===== src/rtl/csa_pkg.sv =====
// Shared types and width helpers for the carry-save stream accumulator.
package csa_pkg;

  typedef enum logic [1:0] {
    ACC     = 2'd0,
    RESOLVE = 2'd1,
    HOLD    = 2'd2
  } csa_state_t;

  function automatic int csa_acc_width(input int n, input int max_ops);
    return n + $clog2(max_ops);
  endfunction

endpackage


===== src/rtl/csa_accumulator.sv =====
// Streaming L-lane accumulator: running total held as carry-save S/C vectors,
// resolved by one carry-propagate add per frame.
module csa_compress_row
  #(parameter int W = 8)
  (
    input  logic [W-1:0] a,
    input  logic [W-1:0] b,
    input  logic [W-1:0] c,
    output logic [W-1:0] s,
    output logic [W-1:0] cy
  );

  logic [W-1:0] maj;

  assign s   = a ^ b ^ c;
  assign maj = (a & b) | (a & c) | (b & c);
  // Carry weight is one bit higher; the MSB carry drops out (modulo 2^W).
  assign cy  = {maj[W-2:0], 1'b0};

endmodule

module csa_accumulator
  import csa_pkg::*;
  #(
    parameter  int N       = 4,
    parameter  int L       = 2,
    parameter  int MAX_OPS = 16,
    localparam int W       = csa_acc_width(N, MAX_OPS),
    localparam int CW      = $clog2(MAX_OPS) + 1
  )
  (
    input  logic           clk,
    input  logic           rst,
    input  logic           in_valid,
    output logic           in_ready,
    input  logic [L*N-1:0] in_data,
    input  logic [L-1:0]   in_keep,
    input  logic           in_last,
    output logic           out_valid,
    input  logic           out_ready,
    output logic [W-1:0]   out_sum,
    output logic [CW-1:0]  out_count,
    output logic           out_ovf
  );

  localparam int XW = CW + $clog2(L + 1);

  csa_state_t     state_q, state_d;
  logic [W-1:0]   s_q, s_d, c_q, c_d;
  logic [CW-1:0]  cnt_q, cnt_d;
  logic           ovf_q, ovf_d;
  logic [W-1:0]   out_sum_q, out_sum_d;
  logic [CW-1:0]  out_count_q, out_count_d;
  logic           out_ovf_q, out_ovf_d;

  logic [W-1:0]   tree_s, tree_c;
  logic [XW-1:0]  pop, cnt_ext;
  logic           accept, release_out;

  // One 3:2 row per lane, each folding its lane into the running S/C pair.
  for (genvar r = 0; r < L; r++) begin : g_row
    logic [W-1:0] s_in, c_in, lane, s_o, c_o;

    if (r == 0) begin : g_first
      assign s_in = s_q;
      assign c_in = c_q;
    end else begin : g_next
      assign s_in = g_row[r-1].s_o;
      assign c_in = g_row[r-1].c_o;
    end

    assign lane = in_keep[r] ? W'(in_data[r*N +: N]) : '0;

    csa_compress_row #(.W(W)) u_row (
      .a  (s_in),
      .b  (c_in),
      .c  (lane),
      .s  (s_o),
      .cy (c_o)
    );
  end

  assign tree_s = g_row[L-1].s_o;
  assign tree_c = g_row[L-1].c_o;

  always_comb begin
    pop = '0;
    for (int k = 0; k < L; k++) begin
      pop = pop + XW'(in_keep[k]);
    end
    cnt_ext = XW'(cnt_q) + pop;
  end

  assign in_ready    = (state_q == ACC);
  assign out_valid   = (state_q == HOLD);
  assign accept      = in_valid & in_ready;
  assign release_out = out_valid & out_ready;

  always_comb begin
    state_d     = state_q;
    s_d         = s_q;
    c_d         = c_q;
    cnt_d       = cnt_q;
    ovf_d       = ovf_q;
    out_sum_d   = out_sum_q;
    out_count_d = out_count_q;
    out_ovf_d   = out_ovf_q;

    unique case (state_q)
      ACC: begin
        if (accept) begin
          s_d = tree_s;
          c_d = tree_c;
          // Count saturates at MAX_OPS; going past it marks the frame as overflowed.
          if (cnt_ext > XW'(MAX_OPS)) begin
            cnt_d = CW'(MAX_OPS);
            ovf_d = 1'b1;
          end else begin
            cnt_d = cnt_ext[CW-1:0];
          end
          if (in_last) begin
            state_d = RESOLVE;
          end
        end
      end
      RESOLVE: begin
        out_sum_d   = s_q + c_q;
        out_count_d = cnt_q;
        out_ovf_d   = ovf_q;
        state_d     = HOLD;
      end
      HOLD: begin
        if (release_out) begin
          s_d     = '0;
          c_d     = '0;
          cnt_d   = '0;
          ovf_d   = 1'b0;
          state_d = ACC;
        end
      end
      default: state_d = ACC;
    endcase
  end

  always_ff @(posedge clk) begin
    if (rst) begin
      state_q     <= ACC;
      s_q         <= '0;
      c_q         <= '0;
      cnt_q       <= '0;
      ovf_q       <= 1'b0;
      out_sum_q   <= '0;
      out_count_q <= '0;
      out_ovf_q   <= 1'b0;
    end else begin
      state_q     <= state_d;
      s_q         <= s_d;
      c_q         <= c_d;
      cnt_q       <= cnt_d;
      ovf_q       <= ovf_d;
      out_sum_q   <= out_sum_d;
      out_count_q <= out_count_d;
      out_ovf_q   <= out_ovf_d;
    end
  end

  assign out_sum   = out_sum_q;
  assign out_count = out_count_q;
  assign out_ovf   = out_ovf_q;

endmodule


===== config.mk =====
export PLATFORM = sky130hd
export DESIGN_NAME = csa_accumulator
export DESIGN_NICKNAME = d
export VERILOG_FILES = /design/src/rtl/csa_pkg.sv /design/src/rtl/csa_accumulator.sv
export SDC_FILE = /design/constraint.sdc
export NUM_CORES = 1
export LEC_CHECK = 0
export CORE_ASPECT_RATIO = 0.6
export CORE_MARGIN = 4
export CORE_UTILIZATION = 54
export DETAILED_ROUTE_END_ITERATION = 10
export GPL_TIMING_DRIVEN = 0
export PLACE_DENSITY = 0.79
export SYNTH_ARGS = -nofsm -noshare
export SYNTH_HDL_FRONTEND = slang
export SYNTH_HIERARCHICAL = 1
export SYNTH_SLANG_ARGS = --single-unit

===== constraint.sdc =====
create_clock -name clk -period 2.97 [get_ports clk]
set_input_delay 0.594 -clock clk [delete_from_list [all_inputs] [get_ports clk]]
set_output_delay 0.594 -clock clk [all_outputs]
set_load 0.005 [all_outputs]

==> impl_metrics.yaml, run 1 <==
run_status:
  status: "finished, final reports clean"
timing:
  drv_slew: 0
  finalHoldViolations: 0
  hold-worst-slack_ns: 0.455
  period_minus_slack_ns: 2.82
  clock_skew_ns: 0.00468
  tns_ns: 0
  period_share_pct: 94.9
  max_clock_freq_mhz: 355
  rsz0062_at_grt: "false"
  setup_viol: 0
grt:
  antenna_found_initial: 0
  grt_start_max_net_pins: 11
  overflow: 0
  met3_usage_pct: 4.69
  grt_usage_pct: 20.3
  grt_pass1_vias: 1628
  grt_first_pass_wirelength_um: 7880
  grt_util_met1_pct: 33.4
  grt_busiest_layer: "met1"
  grt.met2_usage_pct: 25.5
layout:
  final_area_um2: 2600
  drive_gt1_share_pct: 6.11
  final_common_cell: "dfxtp_1"
  n_antenna_cell: 0
  final_cell_mix: "dfxtp_1 (38), nand2_1 (33), clkdlybuf4s50_1 (29), a21oi_1 (22), a22o_1 (16)"
  area_growth_pct: 21.2
  post-route-util_pct: 69.4
  seqCellArea_um2: 761
  fillers: 315
  multi_input_area_um2: 1320
  fin_nets: 301
critical_path:
  critPathCapture: "ovf_q"
  critPathArrivalTime_ns: 3.01
  r2r_end: "ovf_q"
  cp_data_required_time_ns: 3.16
  crit_chain: "clkdlybuf4s50_1 -> fa_2 -> ha_1 -> nor2b_1 -> or4_1 -> o21ai_2 -> a31oi_1 -> o21a_1"
  path_class: "input port to register"
  rrSetupSlack_ns: 0.72
  slowest_delay_ns: 0.52
  slowest_stage: "clkdlybuf4s50_1"
  worstSetupStartpointType: "input port"
  worstReg2RegStart: "cnt_q[0]"
  end_kind: "register"
  cp_max_fo: 5
  worstSetupStartpoint: "in_keep[0]"
  r2r_cells: 7
cts:
  root_buffer: "clkbuf_8"
  cts_buffer_depth: 2
  cts_num_sinks: 38
  cts_setup_buffers: 0
  cts_tree: "done"
  numCtsBuffers: 5
  ctsHtreeMaxLevel: 2
  clk_latency_ns: 0.29
  cts.clk_slew.worst_paths_ns: 0.07
detailed_routing:
  drc: 0
  dr.pass1.iters: 4
  drt-total-wl_um: 4700
  drtAntennaViolNets: 0
  vias_per_cell: 5.57
  drtIter0Drc: 89
  num_vias: 1721
  wire_per_inst_um: 15.2
die:
  die_y_um: 56.8
  core.rowCount: 17
  initial_core_util_pct: 57.3
  ios: 31
  core-area_um2: 3740
  die_area_um2: 5080
  chipWidth_um: 89.4
synth:
  syn_area_um2: 2140
  async_reset_ff_share_pct: 0
  seq_area_frac_synth_pct: 35.5
  ys_seq_elements: 38
  avgSynthCellArea_um2: 9.79
  synth_edf_count: 0
  synth-warning-count: 6
  ys_types: 40
  ys.flop_type: "dfxtp_1"
  syn_inst: 219
min_path:
  worstHoldPathType: "register to register"
job:
  maxCapViolCount: 0
power:
  vdd_drop_max_v: 0.000284
  powerDensity_nw_per_um2: 470
  total_leakage_power_uw: 0.00106
placed_design:
  dpl_cell_area_um2: 2520
  io_buffers: 29
  hpwl_um: 3560
  gp_congestion: 0.844
metrics by stage:
| step | worst slack, ns | instances | total power (uW) |
|---|---|---|---|
| 3_5_place_dp | -0.186 | 302 | 892 |
| 4_1_cts | 0.113 | 309 | 1230 |
| 2_1_floorplan | 0.516 | 226 | 802 |
| 3_3_place_gp | -0.170 | 302 | 881 |
| 5_1_grt | 0.0230 | 309 | 1290 |
| 6_report | 0.152 | 309 | 1220 |
logic make-up (layout without fill, tap and decap cells):
family          count (synthesis)  in the layout  share of synthesized area [%]
compound gates                 53             53                           16.6
simple gates                   75             75                           17.8
other cells                     3             10                          0.525
mux                             3              3                           1.40
flops                          38             38                           35.5
xor+xnor                        7              7                           4.26
buf+inv                        16             52                           4.32
fa+ha+maj                      24             24                           19.6
timing repair:
action | CTS | global route
gates resized for setup | 0 | 1
hold buffers | 0 | 0
hold endpoints to repair | 0 | 0
setup endpoints to repair | 0 | 3
synthesized netlist by cell type (2+ instances only):
cell	instances	area share (%)
dfxtp_1	38	35
ha_1	8	4.7
or3_1	2	0.58
xor3_1	2	2.2
nand3_1	5	1.2
and2_1	9	2.6
a31oi_1	3	0.88
conb_1	3	0.53
inv_1	3	0.53
and3_1	3	0.88
buf_6	3	1.6
nor3_1	3	0.70
nand2_1	33	5.8
nor2b_1	2	0.58
fa_1	16	15
buf_2	2	0.47
nor4b_1	4	1.6
nor2_1	4	0.70
mux2i_1	3	1.4
nand4_1	3	0.88
a22o_1	16	6.5
o21ai_0	3	0.70
buf_4	2	0.70
clkbuf_1	6	1.1
xnor2_1	5	2.0
o21a_1	2	0.70
a21o_1	2	0.70
a21oi_1	22	5.1
how the worst min path moves through the flow:
stage / cells past startpoint / endpoint / start
2_1_floorplan: 2 / out_ovf / ovf_q
3_3_place_gp: 2 / out_count[4] / out_count[4]
3_5_place_dp: 2 / out_count[3] / out_count[3]
4_1_cts: 2 / out_count[4] / out_count[4]
5_1_grt: 2 / out_sum[1] / out_sum[1]
6_report: 2 / out_count[4] / out_count[4]
state kept, by name, summed over array words and instances (netlist names):
register    flops
out_sum         8
c_q             8
state_q         2
ovf_q           1
g_row.s_in      8
out_ovf         1
out_count       5
cnt_q           5
where the power goes:
| group | switching (uW) | internal (uW) | total [uW] |
|---|---|---|---|
| logic | 137 | 160 | 297 |
| clock network | 176 | 162 | 338 |
| registers | 41.2 | 545 | 586 |
| total | 354 | 867 | 1220 |
final cells by class:
cell class | instances | share of cell area, %
buffer | 13 | 3.13
clock buffer | 7 | 2.94
inverter | 3 | 0.433
multi-input combinational | 172 | 50.8
sequential | 38 | 29.3
tap | 47 | 2.26
timing repair buffer | 29 | 11.2
per-layer routing:
layer | part of all wire [%] | vias to the layer above
met4 | 0.94 | 0
met1 | 53 | 810
met2 | 38 | 67
met3 | 8.8 | 5
li1 | - | 839
met5 | 0 | -
critical path: cells and delay by family:
kind            cells  cell delay [ns]
fa+ha+maj           2             0.70
simple gates        2             0.64
compound gates      3             0.54
buf+inv             1             0.52
(Power assumes the default switching activity.)
==> run 2: changes to the inputs <==
--- a/config.mk
+++ b/config.mk
@@ -10,6 +10,7 @@
 export CORE_UTILIZATION = 54
 export DETAILED_ROUTE_END_ITERATION = 10
 export GPL_TIMING_DRIVEN = 0
+export HOLD_SLACK_MARGIN = 0.08
 export PLACE_DENSITY = 0.79
 export SYNTH_ARGS = -nofsm -noshare
 export SYNTH_HDL_FRONTEND = slang
==> results of run 2 <==
No change in the layout: final DEF, timing and power equal those of run 1.
